===== src/rtl/fb_pixel_writer.sv =====
// Framebuffer pixel writer: two-stage pixel pipeline into a memory write port, with a full-buffer clear.
// Optional macro FB_CLIP_EN drops pixels that fall outside the framebuffer.
module fb_pixel_writer #(
    parameter int CORDW     = 16,
    parameter int FB_WIDTH  = 320,
    parameter int FB_HEIGHT = 180,
    parameter int CIDXW     = 8,
    parameter int BG_CIDX   = 0,
    localparam int FB_PIXELS = FB_WIDTH * FB_HEIGHT,
    localparam int ADDRW     = $clog2(FB_PIXELS)
) (
    input  logic                    clk,
    input  logic                    rst,
    input  logic                    clear,
    input  logic signed [CORDW-1:0] x,
    input  logic signed [CORDW-1:0] y,
    input  logic        [CIDXW-1:0] cidx,
    input  logic                    drawing,
    input  logic                    frame_done,
    output logic                    fb_we,
    output logic        [ADDRW-1:0] fb_addr,
    output logic        [CIDXW-1:0] fb_din,
    output logic                    ready,
    output logic                    clearing,
    output logic                    frame_ready,
    output logic          [ADDRW:0] pix_cnt,
    output logic                    overflow
);

    typedef enum logic [0:0] {
        ACCEPT = 1'b0,
        CLEAR  = 1'b1
    } state_t;

    localparam logic [ADDRW-1:0] ADDR_LAST_C = ADDRW'(FB_PIXELS - 1);
    localparam logic [ADDRW-1:0] WIDTH_C     = ADDRW'(FB_WIDTH);
    localparam logic   [ADDRW:0] PIX_MAX_C   = (ADDRW + 1)'(FB_PIXELS);
    localparam logic [CIDXW-1:0] BG_C        = CIDXW'(BG_CIDX);

    state_t                  state_r;
    logic        [ADDRW-1:0] clr_addr_r;
    logic                    s1_valid_r;
    logic                    s1_in_fb_r;
    logic                    s1_fd_r;
    logic signed [CORDW-1:0] s1_x_r;
    logic signed [CORDW-1:0] s1_y_r;
    logic        [CIDXW-1:0] s1_cidx_r;
    logic                    in_fb_s;
    logic        [ADDRW-1:0] addr_s;

    assign ready    = (state_r == ACCEPT);
    assign clearing = (state_r == CLEAR);

    // Clip decision on the incoming pixel, registered into stage 1.
    always_comb begin
`ifdef FB_CLIP_EN
        in_fb_s = !x[CORDW-1] && (x < CORDW'(FB_WIDTH)) &&
                  !y[CORDW-1] && (y < CORDW'(FB_HEIGHT));
`else
        in_fb_s = 1'b1;
`endif
    end

    // Linear address in modular ADDRW-bit arithmetic, which matches truncating the signed result.
    always_comb begin
        addr_s = ADDRW'(s1_y_r) * WIDTH_C + ADDRW'(s1_x_r);
    end

    // Mode FSM, pixel pipeline, clear sweep and status flags.
    always_ff @(posedge clk) begin
        if (rst) begin
            state_r     <= ACCEPT;
            clr_addr_r  <= '0;
            s1_valid_r  <= 1'b0;
            s1_in_fb_r  <= 1'b0;
            s1_fd_r     <= 1'b0;
            s1_x_r      <= '0;
            s1_y_r      <= '0;
            s1_cidx_r   <= '0;
            fb_we       <= 1'b0;
            fb_addr     <= '0;
            fb_din      <= '0;
            frame_ready <= 1'b0;
            pix_cnt     <= '0;
            overflow    <= 1'b0;
        end else begin
            if (drawing && (state_r != ACCEPT)) begin
                overflow <= 1'b1;
            end
            case (state_r)
                ACCEPT: begin
                    if (clear) begin
                        // Flush both stages; a pixel or frame_done in flight is discarded.
                        state_r     <= CLEAR;
                        clr_addr_r  <= '0;
                        pix_cnt     <= '0;
                        s1_valid_r  <= 1'b0;
                        s1_fd_r     <= 1'b0;
                        fb_we       <= 1'b0;
                        frame_ready <= 1'b0;
                    end else begin
                        s1_valid_r  <= drawing;
                        s1_in_fb_r  <= in_fb_s;
                        s1_fd_r     <= frame_done;
                        s1_x_r      <= x;
                        s1_y_r      <= y;
                        s1_cidx_r   <= cidx;
                        fb_we       <= s1_valid_r && s1_in_fb_r;
                        frame_ready <= s1_fd_r;
                        if (s1_valid_r && s1_in_fb_r) begin
                            fb_addr <= addr_s;
                            fb_din  <= s1_cidx_r;
                            if (pix_cnt != PIX_MAX_C) begin
                                pix_cnt <= pix_cnt + 1'b1;
                            end
                        end
                    end
                end
                CLEAR: begin
                    fb_we       <= 1'b1;
                    fb_addr     <= clr_addr_r;
                    fb_din      <= BG_C;
                    s1_valid_r  <= 1'b0;
                    s1_fd_r     <= 1'b0;
                    frame_ready <= 1'b0;
                    if (clr_addr_r == ADDR_LAST_C) begin
                        state_r <= ACCEPT;
                    end else begin
                        clr_addr_r <= clr_addr_r + 1'b1;
                    end
                end
                default: begin
                    state_r     <= ACCEPT;
                    fb_we       <= 1'b0;
                    s1_valid_r  <= 1'b0;
                    s1_fd_r     <= 1'b0;
                    frame_ready <= 1'b0;
                end
            endcase
        end
    end

endmodule


===== config.mk =====
export PLATFORM = sky130hd
export DESIGN_NAME = fb_pixel_writer
export DESIGN_NICKNAME = d
export VERILOG_FILES = /design/src/rtl/fb_pixel_writer.sv
export SDC_FILE = /design/constraint.sdc
export NUM_CORES = 1
export LEC_CHECK = 0
export BUFFER_PORTS_ARGS = -buffer_cell sky130_fd_sc_hd__buf_2
export CELL_PAD_IN_SITES_DETAIL_PLACEMENT = 1
export CELL_PAD_IN_SITES_GLOBAL_PLACEMENT = 1
export CORE_MARGIN = 1
export CORE_UTILIZATION = 40
export DETAILED_ROUTE_END_ITERATION = 12
export GPL_ROUTABILITY_DRIVEN = 0
export GPL_TIMING_DRIVEN = 0
export PLACE_DENSITY_LB_ADDON = 0.1
export SYNTH_ARGS = -nofsm -noshare
export SYNTH_HDL_FRONTEND = slang
export SYNTH_SLANG_ARGS = --single-unit

===== constraint.sdc =====
create_clock -name clk -period 3.4 [get_ports clk]
set_input_delay 0.34 -clock clk [delete_from_list [all_inputs] [get_ports clk]]
set_output_delay 0.34 -clock clk [all_outputs]
set_load 0.005 [all_outputs]

**Yosys cells after proc, flatten, opt, wreduce, memory -nomap -nowiden**

Index checks and enable logic that the tools add are counted.

- Flip-flop bits (word level): 104
- Output and inout port bits: 46
- Word-level logic and storage cells: 57

- Add/subtract/negate cells: 3
- Multipliers: 1
- Equality and inequality tests: 6
- Muxes and demuxes: 23
- Bitwise gates (word level): 2
- Reductions and logical operators: 8

Operators by type and width:

| kind | number |
|---|---|
| 16-bit two-way mux | 4 |
| 16-bit case mux with 2 select lines | 2 |
| 17-bit two-way mux | 3 |
| 17-bit by 1-bit adder with 17-bit output, second input constant | 1 |
| 17-bit by 16-bit != test with 1-bit output, second input constant | 1 |
| 16-bit by 1-bit adder with 16-bit output, second input constant | 1 |
| 16-bit adder | 1 |
| 16-bit equality test, second input constant | 1 |
| 16-bit by 3-bit multiplier with 10-bit output, second input constant | 1 |
| 8-bit two-way mux | 2 |
| 8-bit case mux with 2 select lines | 1 |
| 1-bit case mux with 2 select lines | 5 |
| 1-bit two-way mux | 6 |
| 2-bit != test, second input constant | 3 |
| 2-bit AND reduction | 3 |
| 2-bit nonzero test | 2 |
| 3-bit AND reduction | 1 |
| 1-bit logical AND | 2 |
| 2-bit by 1-bit != test with 1-bit output, second input constant | 1 |
| 1-bit inverter | 2 |

**Logic depth before layout (Yosys ltp)**

Gate-level depths: netlist (run 1).

- Depth in word-level cells: 5
- Mapped depth: 13
- Gate-level depth less buffers: 13

**Worst setup path after synthesis (run 1)**

Ideal clock, no wire load.

- Path kind: register to register
- Start: register s1_y_r[1]
- End: register fb_addr[14]
- Setup time: 0.070 ns
- Data arrival time: 2.666 ns
- Required time: 3.330 ns
- Setup slack: 0.663 ns
- Stages on the path, launching flop included: 12
- Buffers on the path: 0
- Path through: dfxtp_1 -> ha_1 -> ha_1 -> fa_1 -> xor2_1 -> ha_1 -> o21a_1 -> o21a_1 -> o22ai_1 -> xor2_1 -> a211o_1 -> a21oi_1

- Longest elaborated chain between the ends: 5

RTL lines:

| what | line | text |
|---|---|---|
| start: declaration | 46 | `logic signed [CORDW-1:0] s1_y_r;` |
| start signal: assignment | 106 | `s1_y_r <= y;` |
| 16-bit by 3-bit multiplier with 10-bit output | 66 | `addr_s = ADDRW'(s1_y_r) * WIDTH_C + ADDRW'(s1_x_r);` |
| 16-bit adder | 66 |  |
| 16-bit two-way mux | 110 | `if (s1_valid_r && s1_in_fb_r) begin` |
| 16-bit two-way mux | 92 | `if (clear) begin` |
| 16-bit case mux with 2 select lines | 90 | `case (state_r)` |
| end signal: assignment | 111 | `fb_addr <= addr_s;` |
| end signal: assignment | 121 | `fb_addr <= clr_addr_r;` |
| end: declaration | 21 | `output logic [ADDRW-1:0] fb_addr,` |

Every way passes these cells. The select of a mux whose other input is x is not followed.
A chain may end at the register's enable or synchronous reset.

**Worst setup path after layout (run 1)**

Same ends and word-level chain as after synthesis.

==> reports/summary.txt, run 1 <==
Status = finished clean
Die X-Extent = 108 um
Residual DRC = 0
Worst hold path class = in -> reg
RSZ-0062 raised after global routing = no
Arr. time, crit path = 3.26 ns
Sequential share of power = 46.2%
Leading area contributor after synthesis = dfxtp_1
Req. time, crit path = 3.68 ns
Row cnt = 38
Final period utilization = 87.6%
Hold EP = s1_y_r[7]$_SDFFE_PP0P_
Dominant cell by count in the synthesized netlist = nand2_1
Vias in the first global route = 4137
Pwr/cell area = 479 mW/mm^2
Maximum fanout along the worst path = 4
Fraction of layout cells with a size suffix above 1 = 15.9%
Slew @ Worst Pin = 0.867 ns
Post-synth cell types = 43
DRT Pass-1 Iters = 4
Max clock buf depth = 2
Post-route ant nets = 0
Max-slew headroom = 41.7%
Synth warn = 0
DRT iter0 DRCs = 153
Area grow syn2layout = 20.3%
CTS H-tree lvls = 3
Syn Nets = 619
Starting Density = 41.4%
Die Y = 108 um
Final setup viols = 0
Drt wl/cell = 16.7 um
Crit path time final = 2.98 ns
Crit path capture type = register
Die ar. = 0.0117 sq mm
Psw = 0.000658 W
Worst R2R Path Depth = 11
I/O pin cnt = 91
Final WL = 13100 um
Largest net degree at the start of global routing = 17
Flops & latches, synth = 98
Mean post-synth cell area = 8.27 sq um
Peak VDD IR = 0.000291 V
Mapped Area = 0.00452 sq mm
Leakage power = 2.26 nW
Int Pwr = 0.00195 W
Root buf cell = clkbuf_16
Hold_buf cts = 0
Most frequent cells after synthesis = 99 x nand2_1, 98 x dfxtp_1, 69 x a21oi_1, 67 x nor2_1, 25 x ha_1
Final count of hold timing violations = 0
Vias after detailed routing = 4163
Worst reg2reg startpoint = s1_y_r[1]$_SDFFE_PP0P_
Final nets = 713
Wire length of the first global-routing pass = 20900 um
DP HPWL = 9930 um
Asr flop ratio synth = 0%
Remaining Overflow, GRT = 0
TritonCTS clock tree = yes
Gate power share = 9.9%
Top cell type's share of synthesized area = 43.4%
Worst Setup Path Type = reg -> reg
Cells after Synth = 547
Ys flop type = dfxtp_1
Startpoint Class = register
Clk slew on worst S/H paths = 0.07 ns
PortBufs = 83
Worst skew pair latency = 0.35 ns
Vias per inst = 5.30
Clock sinks = 98
Core area = 0.0109 sq mm
Fin Hold WS = 0.218 ns
Number of synthesized flops with an enable pin = 0
Number of max-cap violations = 0
RR Endpoint = fb_addr[14]$_SDFFE_PP0P_
Hold path depth = 3
Hold_sp = y[7]
Post-CTS sizing = 0
Antenna violations before repair = 0
Max Slew Vio Count = 0
Clock Power Share = 44.0%
CTS buffer count = 9
Reg2reg setup slack = 0.42 ns
Sw Ratio = 25.2%
Setup TNS = 0 ns
Worst Skew = 0.00770 ns
Tot GR Track Use = 23.5%
F_max = 336 MHz
Antenna Cells = 0
Ranking of synthesized cells by area = dfxtp_1 43%, nand2_1 8.2%, a21oi_1 7.6%, ha_1 6.9%, nor2_1 5.6%
Post-CTS setup buffer count = 0
Post-synthesis sequential area ratio = 43.4%
critical path: stages, from the launching register on:
cell and delay [ns]:
dfxtp_1 0.42, ha_1 0.27, ha_1 0.22, fa_1 0.43, xor2_1 0.19, ha_1 0.34
o21a_1 0.18, o21a_1 0.16, o22ai_1 0.17, xor2_1 0.11, a211o_1 0.29, a21oi_1 0.12
cells in the final DEF, fill, tap and decap left out, types with 3 or more instances in the layout:
master     count
nand2_1       99
dfxtp_1       98
buf_2         83
a21oi_1       69
nor2_1        67
ha_1          25
clkbuf_1      24
xor2_1        23
nand3_1       17
xnor2_1       15
o21ai_0       12
inv_1         11
a22oi_1       11
clkbuf_16      9
o21a_1         6
and3_1         6
nand4_1        6
a211oi_1       5
nor3_1         5
nand2b_1       4
or3_1          4
nor3b_1        4
a21o_1         3
o21bai_1       3
buf_1          3
o211ai_1       3
power groups by stage:
stage | clock network, W | registers, W | logic (W)
after floorplan | 0 | 0.00122 | 0.000166
after global placement | 0 | 0.00123 | 0.000250
after detailed placement | 0 | 0.00123 | 0.000258
after CTS | 0.00117 | 0.00120 | 0.000261
after global routing | 0.00121 | 0.00121 | 0.000290
final | 0.00115 | 0.00120 | 0.000258
logic make-up after synthesis:
kind of cell	after synthesis	synth area share (%)
and+or+nand+nor	223	21.8
DFF	98	43.4
adders and majority gates	27	7.80
buffers and inverters	38	3.15
muxes	2	0.443
AOI/OAI and AO/OA	121	16.0
xor gates and xnor gates	38	7.36
sequential cells by signal, indices dropped and copies added, names as in the netlist:
name         flops
overflow         1
fb_din           8
s1_x_r          16
s1_cidx_r        8
clr_addr_r      16
frame_ready      1
s1_fd_r          1
s1_valid_r       1
s1_y_r          10
s1_in_fb_r       1
clearing         1
fb_addr         16
fb_we            1
pix_cnt         17
routing by layer:
layer | wire length, um | vias to the layer above | GRT usage, %
li1 | - | 2067 | -
met1 | 6250 | 2007 | 30.4
met2 | 6290 | 76 | 39.6
met3 | 395 | 13 | 4.10
met4 | 164 | 0 | 7.63
met5 | 0 | - | 0
worst max path at each step:
stage                     cells after the start  slack (ns)                       end                   start
after global placement                       11        0.49  fb_addr[14]$_SDFFE_PP0P_  s1_y_r[1]$_SDFFE_PP0P_
after floorplan                              11        0.66  fb_addr[14]$_SDFFE_PP0P_  s1_y_r[1]$_SDFFE_PP0P_
final                                        11        0.42  fb_addr[14]$_SDFFE_PP0P_  s1_y_r[1]$_SDFFE_PP0P_
after CTS                                    11        0.42  fb_addr[14]$_SDFFE_PP0P_  s1_y_r[1]$_SDFFE_PP0P_
after global routing                         11        0.24  fb_addr[14]$_SDFFE_PP0P_  s1_y_r[1]$_SDFFE_PP0P_
after detailed placement                     11        0.44  fb_addr[14]$_SDFFE_PP0P_  s1_y_r[1]$_SDFFE_PP0P_
stage by stage:
step	utilization [%]	area [sq um]	cells	setup slack, ns	total power, W
after floorplan	-	4520	547	0.663	0.00139
after global placement	46.8	5110	770	0.491	0.00148
after detailed placement	46.8	5110	770	0.438	0.00149
after CTS	49.8	5440	786	0.417	0.00264
after global routing	49.8	5440	786	0.242	0.00271
final	49.8	5440	786	0.421	0.00261
cell type report:
class | count | area [sq um]
well taps | 140 | 175
clock buffers | 11 | 243
fillers | 1379 | 5490
multi-input cells | 411 | 2420
flip-flops and latches | 98 | 1960
clock inverters | 5 | 86.3
plain buffers | 26 | 97.6
repair buffers | 83 | 415
inverters | 12 | 45.0
Note: power is estimated with default switching activity, not from simulation.
==> run 2: changes to the inputs <==
Settings changed: CORE_UTILIZATION 40 to 36.
Clock period 3.4 ns to 2.6 ns, I/O delays scaled along.
==> run 2 against run 1 <==
The flow now finishes with violations (setup timing). Non-clock buffer count increased by 4. Critical endpoint unchanged. Global-route usage decreased by 2.1 points. Total power increased by 30%. Worst hold slack got worse by 0.079 ns. Critical path depth unchanged. Highest routed layer unchanged. Design area increased by 4.3%.
==> reports/summary.txt, run 2 (same netlist as run 1, synthesis figures left out) <==
Status = finished, violations left (was finished clean)
Failing checks = setup timing
Post-route cell area = 0.00568 sq mm (was 0.00544 sq mm)
Post-DP Area = 0.00518 sq mm (was 0.00511 sq mm)
Maximum fanout along the worst path = 3 (was 4)
Root buf cell = clkbuf_16 (unchanged)
Clock sinks = 98 (unchanged)
DP HPWL = 10100 um (was 9930 um)
Slew @ Worst Pin = 0.892 ns (was 0.867 ns)
Largest net degree at the start of global routing = 18 (was 17)
Psw = 0.000897 W (was 0.000658 W)
TritonCTS clock tree = yes (unchanged)
Pwr/cell area = 596 mW/mm^2 (was 479 mW/mm^2)
RSZ-0062 raised after global routing = yes (was no)
Max-slew headroom = 40.0% (was 41.7%)
Vias after detailed routing = 4102 (was 4163)
Worst reg2reg startpoint = s1_y_r[3]$_SDFFE_PP0P_ (was s1_y_r[1]$_SDFFE_PP0P_)
Clk slew on worst S/H paths = 0.07 ns (about the same)
Hold_buf cts = 0 (unchanged)
Residual DRC = 0 (unchanged)
Final std cells w/o fill = 818 (was 786)
Max Slew Vio Count = 0 (unchanged)
Vias per inst = 5.01 (was 5.30)
Starting Density = 37.3% (was 41.4%)
Vias in the first global route = 4066 (was 4137)
PortBufs = 83 (unchanged)
Worst skew pair latency = 0.35 ns (about the same)
Startpoint Class = register (unchanged)
Final period utilization = 104% (was 87.6%)
DRT Pass-1 Iters = 5 (was 4)
Final count of hold timing violations = 0 (unchanged)
F_max = 370 MHz (was 336 MHz)
Final WS setup = -0.105 ns (was 0.421 ns)
CTS buffer count = 9 (unchanged)
Worst hold path class = in -> reg (unchanged)
RR Endpoint = fb_addr[14]$_SDFFE_PP0P_ (unchanged)
Die X-Extent = 114 um (was 108 um)
Worst R2R Path Depth = 11 (unchanged)
Met3 GRT Util = 3.39% (was 4.10%)
Remaining Overflow, GRT = 0 (unchanged)
Most Used Layer, Global Route = met2 (unchanged)
Number of max-cap violations = 0 (unchanged)
Hold EP = s1_x_r[12]$_SDFFE_PP0P_ (was s1_y_r[7]$_SDFFE_PP0P_)
CTS H-tree lvls = 3 (unchanged)
Leakage power = 2.27 nW (was 2.26 nW)
Sw Ratio = 26.5% (was 25.2%)
Peak VDD IR = 0.000243 V (was 0.000291 V)
I/O pin cnt = 91 (unchanged)
Drt wl/cell = 16.6 um (was 16.7 um)
Final nets = 717 (was 713)
Largest register FFs = 17 (unchanged)
Crit path time final = 2.70 ns (was 2.98 ns)
Final WL = 13600 um (was 13100 um)
Hold_sp = x[12] (was y[7])
Crit path capture type = register (unchanged)
Int Pwr = 0.00249 W (was 0.00195 W)
Die Y = 114 um (was 108 um)
Req. time, crit path = 2.81 ns (was 3.68 ns)
Reg with most FFs = pix_cnt (unchanged)
Fin util = 46.9% (was 49.8%)
Core area = 0.0121 sq mm (was 0.0109 sq mm)
Setup TNS = -0.134 ns (was 0 ns)
Clock Power Share = 42.0% (was 44.0%)
Cell total after placement = 798 (was 770)
Row cnt = 40 (was 38)
Sequential share of power = 46.5% (was 46.2%)
Most frequent cells in the layout = 99 x nand2_1, 93 x dfxtp_1, 83 x buf_2, 67 x nor2_1, 64 x a21oi_1 (was 99 x nand2_1, 98 x dfxtp_1, 83 x buf_2, 69 x a21oi_1, 67 x nor2_1)
Gate power share = 11.5% (was 9.9%)
Most common cell after layout, fill and taps aside = nand2_1 (unchanged)
Post-route ant nets = 0 (unchanged)
Met1 Resource Use GR = 29.1% (was 30.4%)
Antenna Cells = 0 (unchanged)
Die ar. = 0.0130 sq mm (was 0.0117 sq mm)
Hold path depth = 3 (unchanged)
Fraction of layout cells with a size suffix above 1 = 20.8% (was 15.9%)
Antenna violations before repair = 0 (unchanged)
Max clock buf depth = 2 (unchanged)
Reg2reg setup slack = -0.10 ns (was 0.42 ns)
Tot GR Track Use = 21.4% (was 23.5%)
Worst Skew = 0.00827 ns (was 0.00770 ns)
Worst Setup Path Type = reg -> reg (unchanged)
Arr. time, crit path = 2.92 ns (was 3.26 ns)
DRT iter0 DRCs = 177 (was 153)
Wire length of the first global-routing pass = 21500 um (was 20900 um)
Fin Hold WS = 0.139 ns (was 0.218 ns)
Final setup viols = 2 (was 0)
Area grow syn2layout = 25.5% (was 20.3%)
Met2 Usage GRT = 35.0% (was 39.6%)
run 2: worst max-delay path, stage by stage (launching register included):
cell,delay (ns)
dfxtp_4,0.36
ha_4,0.24
ha_4,0.16
fa_2,0.38
xor2_2,0.16
ha_1,0.29
o21a_1,0.19
o21a_1,0.18
o22ai_2,0.15
xor2_1,0.22
a211o_1,0.17
a21oi_2,0.05
run 2: metal layers:
| metal | vias up | share of wire, % |
|---|---|---|
| li1 | 2059 | - |
| met5 | - | 0 |
| met2 | 63 | 48 |
| met3 | 11 | 2.5 |
| met4 | 0 | 1.1 |
| met1 | 1969 | 49 |
run 2: timing repair:
| action | 4_1_cts | 5_1_grt |
|---|---|---|
| setup buffers | 3 | 1 |
| pin swaps | 15 | 10 |
| setup endpoints to repair | 4 | 5 |
| gates resized for setup | 13 | 16 |
run 2: worst max path at each step:
stage          cells past startpoint  slack (ns)                  endpoint              startpoint
2_1_floorplan                     12       0.003  fb_addr[14]$_SDFFE_PP0P_  s1_y_r[4]$_SDFFE_PP0P_
3_3_place_gp                      12       -0.19  fb_addr[14]$_SDFFE_PP0P_  s1_y_r[4]$_SDFFE_PP0P_
3_5_place_dp                      12       -0.23  fb_addr[14]$_SDFFE_PP0P_  s1_y_r[4]$_SDFFE_PP0P_
4_1_cts                           11       -0.10  fb_addr[14]$_SDFFE_PP0P_  s1_y_r[3]$_SDFFE_PP0P_
5_1_grt                           11       -0.20  fb_addr[14]$_SDFFE_PP0P_  s1_y_r[3]$_SDFFE_PP0P_
6_report                          11       -0.10  fb_addr[14]$_SDFFE_PP0P_  s1_y_r[3]$_SDFFE_PP0P_
run 2: layout make-up:
cell class | count | area, sq um
Buffer | 26 | 97.6
Clock buffer | 10 | 239
Clock inverter | 6 | 72.6
Fill cell | 1488 | 6430
Inverter | 12 | 45.0
Multi-Input combinational cell | 411 | 2590
Sequential cell | 98 | 1980
Tap cell | 168 | 210
Timing Repair Buffer | 87 | 445
run 2: through the flow:
stage | worst slack (ns) | power, W
floorplan | 0.00263 | 0.00182
global placement | -0.190 | 0.00194
detailed placement | -0.231 | 0.00195
CTS | -0.105 | 0.00339
global route | -0.199 | 0.00352
finish | -0.105 | 0.00338
run 2: power by group through the flow:
stage          Sequential (W)  Combinational, W  Clock, W
2_1_floorplan         0.00160          0.000220         0
3_3_place_gp          0.00161          0.000335         0
3_5_place_dp          0.00161          0.000344         0
4_1_cts               0.00157          0.000365   0.00145
5_1_grt               0.00158          0.000432   0.00151
6_report              0.00158          0.000388   0.00142
==> run 3: changes to the inputs <==
--- a/config.mk
+++ b/config.mk
@@ -15,3 +15,3 @@
 export GPL_TIMING_DRIVEN = 0
-export PLACE_DENSITY_LB_ADDON = 0.1
+export PLACE_DENSITY_LB_ADDON = 0.05
 export SYNTH_ARGS = -nofsm -noshare
--- a/constraint.sdc
+++ b/constraint.sdc
@@ -3,2 +3,2 @@
 set_output_delay 0.26 -clock clk [all_outputs]
-set_load 0.005 [all_outputs]
+set_load 0.1 [all_outputs]
==> run 3 against run 2 <==
The run still ends with setup timing left. Setup slack improved by 0.013 ns. Final cell count rose by 0.37%. Via count rose by 0.41%. Count of clock-buffer cells in the layout did not move. Clock power rose by 4%. Wire length fell by 1.4%. Sequential share of layout area fell by 0.15 points. Critical path depth rose by 1. Sequential cell count did not move. Non-clock buffer count rose by 3. Largest cell class unchanged. Largest power group unchanged. Highest routed layer unchanged.
==> reports/summary.txt, run 3 (same netlist as run 1, synthesis figures left out) <==
Status = finished, violations left (unchanged)
Failing checks = setup timing (unchanged)
Fin Hold WS = 0.145 ns (was 0.139 ns)
Setup TNS = -0.148 ns (was -0.134 ns)
Hold_sp = x[13] (was x[12])
Final std cells w/o fill = 821 (was 818)
Drt wl/cell = 16.3 um (was 16.6 um)
Worst hold path class = in -> reg (unchanged)
Req. time, crit path = 2.81 ns (about the same)
Clk slew on worst S/H paths = 0.07 ns (about the same)
Die ar. = 0.0130 sq mm (unchanged)
Final count of hold timing violations = 0 (unchanged)
Crit path time final = 2.69 ns (was 2.70 ns)
Largest register FFs = 17 (unchanged)
CP peak stage delay = 0.37 ns (was 0.38 ns)
Fin util = 47.1% (was 46.9%)
Root buf cell = clkbuf_16 (unchanged)
RR Endpoint = fb_addr[14]$_SDFFE_PP0P_ (unchanged)
Worst Skew = 0.00563 ns (was 0.00827 ns)
TritonCTS clock tree = yes (unchanged)
Maximum fanout along the worst path = 3 (unchanged)
Most frequent cells in the layout = 99 x nand2_1, 92 x dfxtp_1, 83 x buf_2, 67 x nor2_1, 66 x a21oi_1 (was 99 x nand2_1, 93 x dfxtp_1, 83 x buf_2, 67 x nor2_1, 64 x a21oi_1)
Startpoint Class = register (unchanged)
Post-route ant nets = 0 (unchanged)
Antenna Cells = 0 (unchanged)
CTS buffer count = 9 (unchanged)
Fraction of layout cells with a size suffix above 1 = 21.0% (was 20.8%)
Slew @ Worst Pin = 0.866 ns (was 0.892 ns)
Final WL = 13400 um (was 13600 um)
Worst skew pair latency = 0.35 ns (about the same)
Slowest stage cell on the critical path = dfxtp_4 (was fa_2)
Cell total after placement = 798 (unchanged)
Vias in the first global route = 4116 (was 4066)
Hold_buf cts = 0 (unchanged)
Footprint of the multi-input gates = 0.00257 sq mm (was 0.00259 sq mm)
Delay-heaviest family, CP = compound AO/OA/AOI/OAI gates (was adder cells)
Arr. time, crit path = 2.90 ns (was 2.92 ns)
Post-route cell area = 0.00570 sq mm (was 0.00568 sq mm)
Most common cell after layout, fill and taps aside = nand2_1 (unchanged)
Largest net degree at the start of global routing = 18 (unchanged)
Antenna violations before repair = 0 (unchanged)
Row cnt = 40 (unchanged)
Die X-Extent = 114 um (unchanged)
Vias per inst = 5.02 (was 5.01)
DRT Pass-1 Iters = 4 (was 5)
Fill cell count = 1509 (was 1488)
Max Slew Vio Count = 0 (unchanged)
Post-DP Area = 0.00518 sq mm (about the same)
F_max = 372 MHz (was 370 MHz)
Die Y = 114 um (unchanged)
Remaining Overflow, GRT = 0 (unchanged)
Worst Setup Path Type = reg -> reg (unchanged)
Pwr/cell area = 617 mW/mm^2 (was 596 mW/mm^2)
Worst reg2reg startpoint = s1_y_r[2]$_SDFFE_PP0P_ (was s1_y_r[3]$_SDFFE_PP0P_)
I/O pin cnt = 91 (unchanged)
Worst R2R Path Depth = 12 (was 11)
CTS H-tree lvls = 3 (unchanged)
Hold EP = s1_x_r[13]$_SDFFE_PP0P_ (was s1_x_r[12]$_SDFFE_PP0P_)
Starting Density = 37.3% (unchanged)
Hold path depth = 3 (unchanged)
PortBufs = 83 (unchanged)
Vias after detailed routing = 4119 (was 4102)
Max clock buf depth = 2 (unchanged)
Core area = 0.0121 sq mm (unchanged)
Sequential Area = 0.00198 sq mm (about the same)
Final WS setup = -0.0914 ns (was -0.105 ns)
Crit path capture type = register (unchanged)
Peak VDD IR = 0.000235 V (was 0.000243 V)
Clock sinks = 98 (unchanged)
Reg with most FFs = pix_cnt (unchanged)
Bufs and invs on worst path = 0 (unchanged)
Tot GR Track Use = 21.2% (was 21.4%)
Area grow syn2layout = 26.1% (was 25.5%)
Leakage power = 2.29 nW (was 2.27 nW)
Final nets = 720 (was 717)
RSZ-0062 raised after global routing = yes (unchanged)
DP HPWL = 10000 um (was 10100 um)
CP cell instances = ha_4 > ha_4 > a21o_1 > a21oi_2 > xnor2_1 > ha_2 > o21a_1 > o21a_1 > o22ai_2 > xor2_1 > a211o_1 > a21oi_2 (was ha_4 > ha_4 > fa_2 > xor2_2 > ha_1 > o21a_1 > o21a_1 > o22ai_2 > xor2_1 > a211o_1 > a21oi_2)
Final period utilization = 104% (about the same)
Reg2reg setup slack = -0.09 ns (was -0.10 ns)
Max-slew headroom = 41.8% (was 40.0%)
DRT iter0 DRCs = 184 (was 177)
Final setup viols = 3 (was 2)
Residual DRC = 0 (unchanged)
Number of max-cap violations = 0 (unchanged)
Wire length of the first global-routing pass = 21200 um (was 21500 um)
==> run 3: metrics by stage <==
stage | worst slack [ns] | power (W)
after floorplan | 0.00263 | 0.00189
after global placement | -0.191 | 0.00201
after detailed placement | -0.255 | 0.00202
after CTS | -0.0758 | 0.00353
after global routing | -0.184 | 0.00367
final | -0.0914 | 0.00352
==> run 3: where the power goes <==
part	internal [W]	switching, W	leakage, nW	total, W
clock network	0.000856	0.000620	0.155	0.00148
logic	0.000168	0.000301	1.34	0.000468
registers	0.00154	0.0000333	0.800	0.00157
total	0.00257	0.000954	2.29	0.00352
==> run 3: metal layers <==
| metal | vias up | track usage, % | share of wire [%] |
|---|---|---|---|
| li1 | 2072 | - | - |
| met1 | 1953 | 28.9 | 48 |
| met2 | 76 | 34.2 | 47 |
| met3 | 18 | 3.34 | 3.4 |
| met4 | 0 | 7.36 | 1.4 |
| met5 | - | 0 | 0 |
==> run 3: worst max path at each step <==
stage,start,end,slack (ns),cells past startpoint
3_3_place_gp,s1_y_r[4]$_SDFFE_PP0P_,fb_addr[14]$_SDFFE_PP0P_,-0.19,12
3_5_place_dp,s1_y_r[4]$_SDFFE_PP0P_,fb_addr[14]$_SDFFE_PP0P_,-0.25,12
6_report,s1_y_r[2]$_SDFFE_PP0P_,fb_addr[14]$_SDFFE_PP0P_,-0.09,12
2_1_floorplan,s1_y_r[4]$_SDFFE_PP0P_,fb_addr[14]$_SDFFE_PP0P_,0.003,12
4_1_cts,s1_y_r[3]$_SDFFE_PP0P_,fb_addr[14]$_SDFFE_PP0P_,-0.08,11
5_1_grt,s1_y_r[2]$_SDFFE_PP0P_,fb_addr[14]$_SDFFE_PP0P_,-0.18,12
==> run 3: cell type report <==
cell class	instances	area share, %
inverters	12	0.812
clock inverters	6	1.69
flip-flops and latches	98	34.7
plain buffers	26	1.71
well taps	168	3.69
repair buffers	90	8.34
clock buffers	10	4.01
multi-input cells	411	45.1
==> run 3: timing repair <==
item	4_1_cts	5_1_grt
buffers inserted	3	4
gates resized for setup	18	13
pin swaps	14	11
setup endpoints to repair	5	4
==> run 3: worst min-delay path, stage by stage <==
cell	delay, ns
buf_2	0.09
nand2_1	0.04
a21oi_1	0.05
